<file path="config.mk">
export PLATFORM = sky130hd
export DESIGN_NAME = seq_shift_left
export DESIGN_NICKNAME = d
export VERILOG_FILES = /design/src/rtl/cpu_shift_pkg.sv /design/src/rtl/shift_step.sv /design/src/rtl/seq_shift_left.sv
export SDC_FILE = /design/constraint.sdc
export NUM_CORES = 1
export LEC_CHECK = 0
export CAP_MARGIN = 30
export CELL_PAD_IN_SITES_DETAIL_PLACEMENT = 1
export CELL_PAD_IN_SITES_GLOBAL_PLACEMENT = 1
export CORE_MARGIN = 2
export CORE_UTILIZATION = 30
export CTS_CLUSTER_DIAMETER = 50
export DETAILED_ROUTE_END_ITERATION = 10
export PLACE_DENSITY_LB_ADDON = 0.25
export SYNTH_ARGS = -nofsm -noshare
export SYNTH_HDL_FRONTEND = slang
export SYNTH_SLANG_ARGS = --single-unit
</file>
<file path="constraint.sdc">
create_clock -name clock -period 1.3 [get_ports clock]
set_input_delay 0.195 -clock clock [delete_from_list [all_inputs] [get_ports clock]]
set_output_delay 0.195 -clock clock [all_outputs]
set_load 0.005 [all_outputs]
</file>
<file path="src/rtl/cpu_shift_pkg.sv">
// Shared types and constants for the multi-cycle ALU shifter.
package cpu_shift_pkg;

  typedef enum logic [1:0] {
    IDLE  = 2'd0,
    SHIFT = 2'd1,
    DONE  = 2'd2
  } shift_state_t;

  localparam int SHIFT_W = 32;

  localparam logic MODE_SHL = 1'b0;
  localparam logic MODE_ROL = 1'b1;

endpackage

</file>
<file path="src/rtl/shift_step.sv">
// Combinational one-bit left step on the {hi, lo} pair.
// Rotate mode exists only when ROTATE_EN is defined.
module shift_step
  import cpu_shift_pkg::*;
#(
  parameter int WIDTH = SHIFT_W
) (
  input  logic [WIDTH-1:0] hi,
  input  logic [WIDTH-1:0] lo,
  input  logic             mode,
  output logic [WIDTH-1:0] hi_n,
  output logic [WIDTH-1:0] lo_n
);

  always_comb begin
    hi_n = {hi[WIDTH-2:0], lo[WIDTH-1]};
    lo_n = {lo[WIDTH-2:0], 1'b0};
`ifdef ROTATE_EN
    // Rotating recirculates the MSB into the LSB and leaves hi untouched.
    if (mode == MODE_ROL) begin
      hi_n = hi;
      lo_n = {lo[WIDTH-2:0], lo[WIDTH-1]};
    end
`endif
  end

`ifndef ROTATE_EN
  logic modeUnused;
  assign modeUnused = mode;
`endif

endmodule

</file>
<file path="src/rtl/seq_shift_left.sv">
// Multi-cycle left shifter/rotator with start/busy/done handshake.
// Define ROTATE_EN to enable the rotate-left mode.
module seq_shift_left
  import cpu_shift_pkg::*;
#(
  parameter int WIDTH = SHIFT_W,
  parameter int AMT_W = $clog2(WIDTH)
) (
  input  logic             clock,
  input  logic             clear,
  input  logic             start,
  input  logic [WIDTH-1:0] y,
  input  logic [AMT_W-1:0] amt,
  input  logic             rotate,
  output logic             busy,
  output logic             done,
  output logic [WIDTH-1:0] Zlow,
  output logic [WIDTH-1:0] Zhigh
);

  shift_state_t     state_q;
  logic [AMT_W-1:0] cnt_q;
  logic [WIDTH-1:0] zlow_q, zhigh_q;
  logic [WIDTH-1:0] zlow_d, zhigh_d;
  logic             mode;

`ifdef ROTATE_EN
  logic mode_q;
  assign mode = mode_q;
`else
  logic rotateUnused;
  assign rotateUnused = rotate;
  assign mode         = MODE_SHL;
`endif

  shift_step #(.WIDTH(WIDTH)) u_step (
    .hi   (zhigh_q),
    .lo   (zlow_q),
    .mode (mode),
    .hi_n (zhigh_d),
    .lo_n (zlow_d)
  );

  // Control FSM: capture in IDLE, one step per clock in SHIFT, pulse in DONE.
  always_ff @(posedge clock) begin
    if (clear) begin
      state_q <= IDLE;
      cnt_q   <= '0;
      zlow_q  <= '0;
      zhigh_q <= '0;
`ifdef ROTATE_EN
      mode_q  <= MODE_SHL;
`endif
    end else begin
      case (state_q)
        IDLE: begin
          if (start) begin
            zlow_q  <= y;
            zhigh_q <= '0;
            cnt_q   <= amt;
`ifdef ROTATE_EN
            mode_q  <= rotate;
`endif
            state_q <= (amt != '0) ? SHIFT : DONE;
          end
        end
        SHIFT: begin
          zlow_q  <= zlow_d;
          zhigh_q <= zhigh_d;
          cnt_q   <= cnt_q - AMT_W'(1);
          if (cnt_q == AMT_W'(1)) state_q <= DONE;
        end
        DONE:    state_q <= IDLE;
        default: state_q <= IDLE;
      endcase
    end
  end

  assign busy  = (state_q != IDLE);
  assign done  = (state_q == DONE);
  assign Zlow  = zlow_q;
  assign Zhigh = zhigh_q;

endmodule

</file>
[Word level (Yosys, flattened, before mapping)]
Index checks and enable logic that the tools add are counted.
Word-level totals
  flip-flop bits (word level): 71
  input port bits: 41
  output and inout port bits: 66
  logic and storage cells: 26
Cells by class
  add/subtract/negate cells: 1
  equality and inequality tests: 5
  muxes and demuxes: 10
  reductions and logical operators: 6
Operators with widths (number)
  32-bit one-hot mux with 2 select lines: 2
  32-bit 2-to-1 mux: 2
  5-bit one-hot mux with 2 select lines: 1
  2-bit 2-to-1 mux: 3
  5-bit by 1-bit == test with 1-bit output (second input constant): 1
  5-bit 2-to-1 mux: 1
  5-bit nonzero test: 1
  5-bit by 1-bit subtractor with 5-bit output (second input constant): 1
  2-bit inequality test (second input constant): 2
  2-bit one-hot mux with 2 select lines: 1
  2-bit AND reduction: 2
  2-bit nonzero test: 2
  2-bit by 1-bit == test with 1-bit output (second input constant): 1
  2-bit == test (second input constant): 1
  2-bit zero test: 1

[Logic depth before layout (Yosys ltp)]
Gate-level depths: netlist of the first run.
  word-level depth: 4
  depth in mapped cells: 6
  gate-level depth less buffers: 6

[Hierarchy]
From an unflattened synthesis of the first run, not the netlist that was laid out.
Unflattened totals
  cell total of the unflattened synthesis: 403
  area total of the unflattened synthesis: 3517.1 sq um
Modules (own cells, without submodules)
  seq_shift_left: instances 1, cells an instance 338, area an instance 3032.9 sq um, seq. area each 1421.4 sq um
  shift_step: instances 1, cells an instance 65, area an instance 484.2 sq um, seq. area each 0.0 sq um

[Worst setup path after synthesis of the first run]
No wires, ideal clock.
  path kind: register to register
  start: reg cnt_q[1]
  end: reg cnt_q[4]
  library setup time: 119 ps
  arrival: 1208 ps
  required time: 1181 ps
  slack: -27 ps
  cell stages (with the launch flop): 7
  path buffers: 0
  period minus slack after synthesis: 1327 ps
  path through: dfxtp_1 -> inv_1 -> ha_1 -> inv_1 -> or3_1 -> xnor2_1 -> o221a_2
Between the ends
  cells in the longest elaborated chain, start to end: 2
Ends and longest elaborated chain
  start, declared: RTL line seq_shift_left.sv:22  | logic [AMT_W-1:0] cnt_q;
  start signal, assigned: RTL line seq_shift_left.sv:60  | cnt_q <= amt;
  start signal, assigned: RTL line seq_shift_left.sv:70  | cnt_q <= cnt_q - AMT_W'(1);
  5-bit by 1-bit subtractor with 5-bit output: RTL line seq_shift_left.sv:70
  5-bit one-hot mux with 2 select lines: RTL line seq_shift_left.sv:55  | case (state_q)
Every way passes these cells.
A chain may end at the register's enable or synchronous reset.

[Worst setup path after layout of the first run]
  start: reg state_q[0]
  end: reg zhigh_q[20] (netlist: Zhigh[20])
Between the ends
  cells in the longest elaborated chain, start to end: 3
  elaborated cells between the ends (all ways): 6
  classes of those cells: 2 x eq/ne; 1 x mux; 3 x reduce/logical
Ends and longest elaborated chain
  start, declared: RTL line seq_shift_left.sv:21  | shift_state_t state_q;
  start signal, assigned: RTL line seq_shift_left.sv:64  | state_q <= (amt != '0) ? SHIFT : DONE;
  2-bit by 1-bit == test with 1-bit output or 2-bit zero test (tied branches): RTL line seq_shift_left.sv:55
  2-bit nonzero test (no source line) or 2-bit inequality test (tied branches)
  2-bit AND reduction (no source line)
  end signal, assigned: RTL line seq_shift_left.sv:69  | zhigh_q <= zhigh_d;
  end, declared: RTL line seq_shift_left.sv:23  | logic [WIDTH-1:0] zlow_q, zhigh_q;
Parallel ways exist; a longest one is shown, timed or not.

==> metrics.yaml, run 1 <==
status: "complete, but fails checks"
violations: "negative setup slack"
fin_crit_sh: 1.13
fin_area_sq_um: 5400
synth_cell_types: 31
die_y_um: 105
tightest_slew_ps: 318
reg2reg_depth: 7
grt_pass1_vias: 3301
diodes: 0
instances_no_fill: 630
cts_tree: "done"
placed_cell_area_sq_um: 4400
rsz0062_at_grt: "true"
timing.rr.start: "state_q[0]"
initial_core_util: 0.311
tns_ps: -5370
drc: 0
grt_pass1_wl_um: 16800
dp_hpwl_um: 6260
yosysSeqAreaShare: 0.463
grt_usage: 0.190
endpoint_kind: "register"
holdCritStartpoint: "clear"
ys_ff_latch: 71
p_per_area_nw_per_um2: 1180
clk_path_buf_depth: 2
final_cell_mix: "nor2_1, dlygate4sd2_1, dfxtp_2"
postRouteAntennaNets: 0
p_int_mw: 4.47
cts_root_buffer: "clkbuf_8"
cp.arrival_ps: 1710
dp_cells: 575
cellLeakagePower_nw: 2.37
via_per_inst: 5.03
netSwitchingFraction: 0.297
layout_min_cycle_time_ps: 1470
whs_path_depth: 3
vdd_ir_drop_max_mv: 0.570
htreeDepth: 3
start_kind: "register"
postCtsHoldBufs: 0
wirelength_um: 11300
hold_class: "in2reg"
fp.dieW_um: 105
cts_made_buffers: 9
worst_r2r_endpoint: "Zhigh[20]"
vias: 3171
overflow: 0
core_area_sq_um: 9860
insertion_delay_ps: 350
place_congestion: 0.776
num_rows: 36
crit_type: "reg2reg"
hold_viol: 0
sequentialPowerShare: 0.389
ioPinCount: 107
netlist_area_sq_um: 3070
slew_headroom: 0.788
max_freq_mhz: 682
fin_nets: 535
slew_violations: 0
cp_max_fo: 12
synthToLayoutAreaGrowth_pct: 76.2
setup_viol_count_final: 68
final_common_cell: "nor2_1"
cts.clk_slew.worst_paths_ps: 80
die-area_sq_um: 11000
clock_skew_ps: 7.99
ff2ff_setup_slack_ps: -170
maxCapViolations: 0
syn-instance-count: 340
final_util: 0.548
clockPowerShare: 0.319
syn_avg_cell_area_sq_um: 9.02
post-route-worst-setup-slack_ps: -166
p_sw_mw: 1.89
synth_warnings: 0
io_buffers: 105
hold_end: "Zhigh[5]"
dr.pass1.iters: 4
synth_nets: 383
combPwrFrac: 0.292
cp_data_required_time_ps: 1540
drive_gt1_frac: 0.449
cts.sinks: 71
grt_max_degree: 45
drt-initial-drc-count: 123
wire_per_inst_um: 18.0
grt_antenna_before_repair: 0
[per-layer routing]
metal / wire [um] / track usage / vias up / share of wire
met3: 317 / 0.0268 / 11 / 0.028
met2: 5830 / 0.331 / 74 / 0.51
met1: 5020 / 0.239 / 1584 / 0.44
met4: 167 / 0.0648 / 0 / 0.015
met5: 0 / 0 / - / 0
li1: - / - / 1502 / -
[layout make-up]
| type | instances | area (sq um) |
|---|---|---|
| Clock buffer | 11 | 141 |
| Fill cell | 1066 | 4460 |
| Multi-Input combinational cell | 234 | 1720 |
| Sequential cell | 71 | 1500 |
| Timing Repair Buffer | 172 | 1780 |
| Tap cell | 133 | 166 |
| Clock inverter | 5 | 81.3 |
| Inverter | 4 | 15.0 |
[cell usage after synthesis (all sizes together)]
cell      n  area (sq um)
a2bb2oi   1          8.76
o221a     1          11.3
nor4      1          6.26
and2      1          6.26
xnor2     1          8.76
ha        2          25.0
nor4b     1          8.76
nor3b     1          7.51
a211oi    2          15.0
a311oi   31           447
nand2b    1          6.26
o21bai    1          11.3
or2       1          6.26
nand2    63           236
a32oi     1          8.76
nor2b     4          25.0
nor3      2          10.0
a21oi     9          45.0
clkbuf    9          33.8
nor2     71           267
o22ai     1          6.26
dfxtp    71          1420
o21ai     3          15.0
inv       4          15.0
buf      22           146
a22oi    32           240
o21ba     1          16.3
or3       2          12.5
[kinds of logic (layout without fill, tap and decap cells)]
kind of cell,count (synthesis),after routing,synth area share
AO/OA/AOI/OAI,83,83,0.269
AND/OR/NAND/NOR,148,148,0.193
flip-flops,71,71,0.463
adder cells (fa/ha/maj),2,2,0.00816
XOR/XNOR,1,1,0.00286
buffers and inverters,35,192,0.0636
[state kept, by name, indices dropped and copies added, names as in the netlist]
| name | count |
|---|---|
| Zhigh | 32 |
| Zlow | 32 |
| cnt_q | 5 |
| state_q | 2 |
[power by group through the flow]
stage / registers (mW) / clock network, mW / logic, mW
6_report: 2.47 / 2.03 / 1.85
5_1_grt: 2.49 / 2.17 / 1.99
4_1_cts: 2.46 / 2.06 / 1.65
3_5_place_dp: 2.51 / 0 / 1.36
3_3_place_gp: 2.50 / 0 / 1.33
2_1_floorplan: 2.49 / 0 / 0.710
[how the worst max path moves through the flow]
stage,start,to,depth (start not counted)
6_report,state_q[0],Zhigh[20],7
5_1_grt,state_q[1],Zhigh[20],8
4_1_cts,state_q[1],Zhigh[10],7
3_5_place_dp,start,cnt_q[1],6
3_3_place_gp,start,cnt_q[2],7
2_1_floorplan,cnt_q[1],cnt_q[4],6
[per-stage QoR]
step	power (mW)	setup slack, ps	hold WS, ps
final	6.36	-166	312
after global placement	3.83	-258	469
after CTS	6.16	-139	304
after global routing	6.65	-193	318
after floorplan	3.20	-27.0	357
after detailed placement	3.87	-276	489
[critical path: stages, from the launching register on]
cell and delay [ps]:
dfxtp_4 370, buf_6 130, nor2b_4 130, buf_12 130
buf_12 150, clkbuf_16 180, a22oi_1 200, nor2_1 70
[repair_timing]
| action | in CTS | in global routing |
|---|---|---|
| setup endpoints to repair | 127 | 72 |
| gates cloned | 5 | 7 |
| resized for setup | 150 | 55 |
| setup buffers | 26 | 3 |
| endpoints found under the hold margin | 0 | 0 |
| pin swaps | 4 | 34 |
Note: power is estimated with default switching activity, not from simulation.
==> run 2, diff against run 1 <==
--- a/config.mk
+++ b/config.mk
@@ -10,7 +10,6 @@
 export CELL_PAD_IN_SITES_GLOBAL_PLACEMENT = 1
 export CORE_MARGIN = 2
 export CORE_UTILIZATION = 30
-export CTS_CLUSTER_DIAMETER = 50
 export DETAILED_ROUTE_END_ITERATION = 10
 export PLACE_DENSITY_LB_ADDON = 0.25
 export SYNTH_ARGS = -nofsm -noshare
==> results of run 2 <==
Same layout as run 1: the final DEF is identical, and so are final timing and power.
==> edit, RTL diff (flow settings as in run 1) <==
The package constant `SHIFT_W` goes from 32 to 64.
--- a/src/rtl/cpu_shift_pkg.sv
+++ b/src/rtl/cpu_shift_pkg.sv
@@ -8,5 +8,5 @@
   } shift_state_t;
 
-  localparam int SHIFT_W = 32;
+  localparam int SHIFT_W = 64;
 
   localparam logic MODE_SHL = 1'b0;
Interface: changed (resized Zhigh, Zlow, amt and y); port bits go from 107 to 204. No check against the original RTL was run, so the function may have changed too.
==> edit against run 1 <==
The run still ends with setup timing left; core utilization increased by 5.7 points; worst hold slack worse by 240 ps; highest routed layer unchanged; design area grew 94%; worst setup slack worse by 85 ps; area after synthesis up 74%; largest cell class unchanged; wire length rose by 120%; combinational power is 85% higher; non-clock buffer count rose by 137; sequential cell count grew 65; cell count is 81% higher; sequential share of layout area fell by 0.62 points; total power grew 110%; clock power increased to 2.6 times the old value.
==> edit: results (changes against run 1) <==
{| class="wikitable"
! Metric !! Value
|-
| Clock-pin slew reported for the worst setup and hold paths after clock tree synthesis || 60 ps (-20 ps)
|-
| Worst-Skew Late Latency || 420 ps (+70 ps)
|-
| Net count, final || 979 (+83%)
|-
| Post-detailed-placement cell area || 7840 µm² (+78%)
|-
| Violated checks || setup timing
|-
| Setup violations, final || 135 (+99%)
|-
| Synthesized-area fraction occupied by ao, oa, aoi and oai cells || 22.6% (-4.3 points)
|-
| Biggest fanout along the worst timing path || 6 (-6)
|-
| Estimated wirelength of the detail-placed design || 12300 µm (+97%)
|-
| I/O Buffers || 202 (+92%)
|-
| HP Class || input pin to flip-flop
|-
| Leakage power || 4.46 nW (+88%)
|-
| Portion of the post-synthesis area used by sequential elements || 51.1% (+4.8 points)
|-
| Global routing usage on met1 || 30.3% (+6.3 points)
|-
| Status || complete, but fails checks
|-
| Area share of fa/ha/maj cells after synthesis || 0.470% (-0.35 points)
|-
| Number of global-route vias before repair || 6518 (+97%)
|-
| Routing usage on met3 || 5.04% (+2.4 points)
|-
| First-pass GRT wire length || 37000 µm (+120%)
|-
| Most common library cells after synthesis || dfxtp_1, nor2_1, nand2_1, a22oi_1, a311oi_1
|-
| Fraction of layout instances using a drive strength above 1 || 40.8% (-4.1 points)
|-
| Area contributors post-synth || dfxtp_1, a311oi_1, nor2_1
|-
| Critical path data arrival time || 1860 ps (+150 ps)
|-
| Weighted congestion at the end of routability-driven global placement || 0.779 (+0.49%)
|-
| Tot GR Track Use || 25.7% (+6.7 points)
|-
| Met2 usage in global routing || 46.4% (+13 points)
|-
| Total routed wirelength || 25300 µm (+120%)
|-
| H-tree levels || 4 (+1)
|-
| Synth Net Count || 709 (+85%)
|-
| Critical-path cell with the highest stage delay || dfxtp_2
|-
| Sum of negative setup slack || -18790 ps (-13420 ps)
|-
| Total of warnings raised by yosys || 0 (unchanged)
|-
| Post-Synth XOR/XNOR Area || 0% (-0.29 points)
|-
| Pin count of the biggest net entering global routing || 53 (+18%)
|-
| Minimum setup slack in the final design || -251 ps (-85.5 ps)
|-
| Fin Hold WS || 71.4 ps (-241 ps)
|-
| Via total after detailed routing || 6050 (+91%)
|-
| Placed cell count || 1038 (+81%)
|-
| Worst Setup Slack post-DPL || -658 ps (-382 ps)
|-
| Dominant register cell in the synthesized netlist || dfxtp_1
|-
| CP delay by family, top || compound AO/OA/AOI/OAI gates
|-
| Synthesized instance count || 633 (+86%)
|-
| Number of different library cells in the post-synthesis netlist || 34 (+9.7%)
|-
| Maximum VDD drop || 0.00108 V (+89%)
|-
| Via-to-Cell Ratio || 5.31 (+5.4%)
|-
| Inserted Clock Buffers || 17 (+8)
|-
| Violation count after the first detailed-route iteration || 232 (+89%)
|-
| Number of fillers in the final layout || 1841 (+73%)
|-
| Rel. slew slack || 71.7% (-7.1 points)
|-
| Library cell used as clock root buffer || clkbuf_16
|-
| Largest incremental delay on the critical path || 330 ps (-40 ps)
|}
[edit: changes by cell type after synthesis, sizes merged, moves of 3 or more]
cell and delta:
a21oi -4, a311oi +32, nor2 +60, clkbuf +36, dfxtp +65, nand2 +66
a22oi +33, nor3 +3, buf -7, a211oi +3
[edit: metal layers]
layer,vias up,routed length [µm]
met5,-,0
li1,2795,-
met4,0,473
met2,167,13400
met1,3051,10400
met3,37,1080
[edit: final timing paths]
path | from | endpoint | depth (start not counted)
worst max-delay path | state_q[0]$_SDFFE_PP0P_ | Zlow[45]$_SDFFE_PP0P_ | 6
worst min-delay path | clear | state_q[0]$_SDFFE_PP0P_ | 2
worst max register to register | state_q[0]$_SDFFE_PP0P_ | Zlow[45]$_SDFFE_PP0P_ | 6
worst min register to register | Zlow[59]$_SDFFE_PP0P_ | Zlow[60]$_SDFFE_PP0P_ | 2
[edit: cell type report]
| cell class | count | area (µm²) | share of cell area [%] |
|---|---|---|---|
| timing repair buffer | 309 | 3620 | 34.6 |
| clock inverter | 14 | 198 | 1.89 |
| clock buffer | 17 | 425 | 4.07 |
| multi-input combinational | 434 | 3080 | 29.4 |
| inverter | 5 | 18.8 | 0.179 |
| sequential | 136 | 2830 | 27.1 |
| tap | 225 | 282 | 2.69 |
[edit: cell families after synthesis]
| logic type | after synthesis |
|---|---|
| AO/OA/AOI/OAI | 149 |
| adder cells (fa/ha/maj) | 2 |
| buffers and inverters | 65 |
| flip-flops | 136 |
| AND/OR/NAND/NOR | 281 |
[edit: report_power, final]
group	internal [mW]	switching, mW
Sequential	4.45	0.248
Clock	3.22	2.00
Combinational	1.83	1.60
[edit: repair_timing]
item / in CTS / in global routing
resized for setup: 331 / 123
gates cloned: 27 / 8
pin swaps: 26 / 59
hold endpoints to repair: 0 / 0
setup endpoints to repair: 262 / 143
setup buffers: 35 / 10
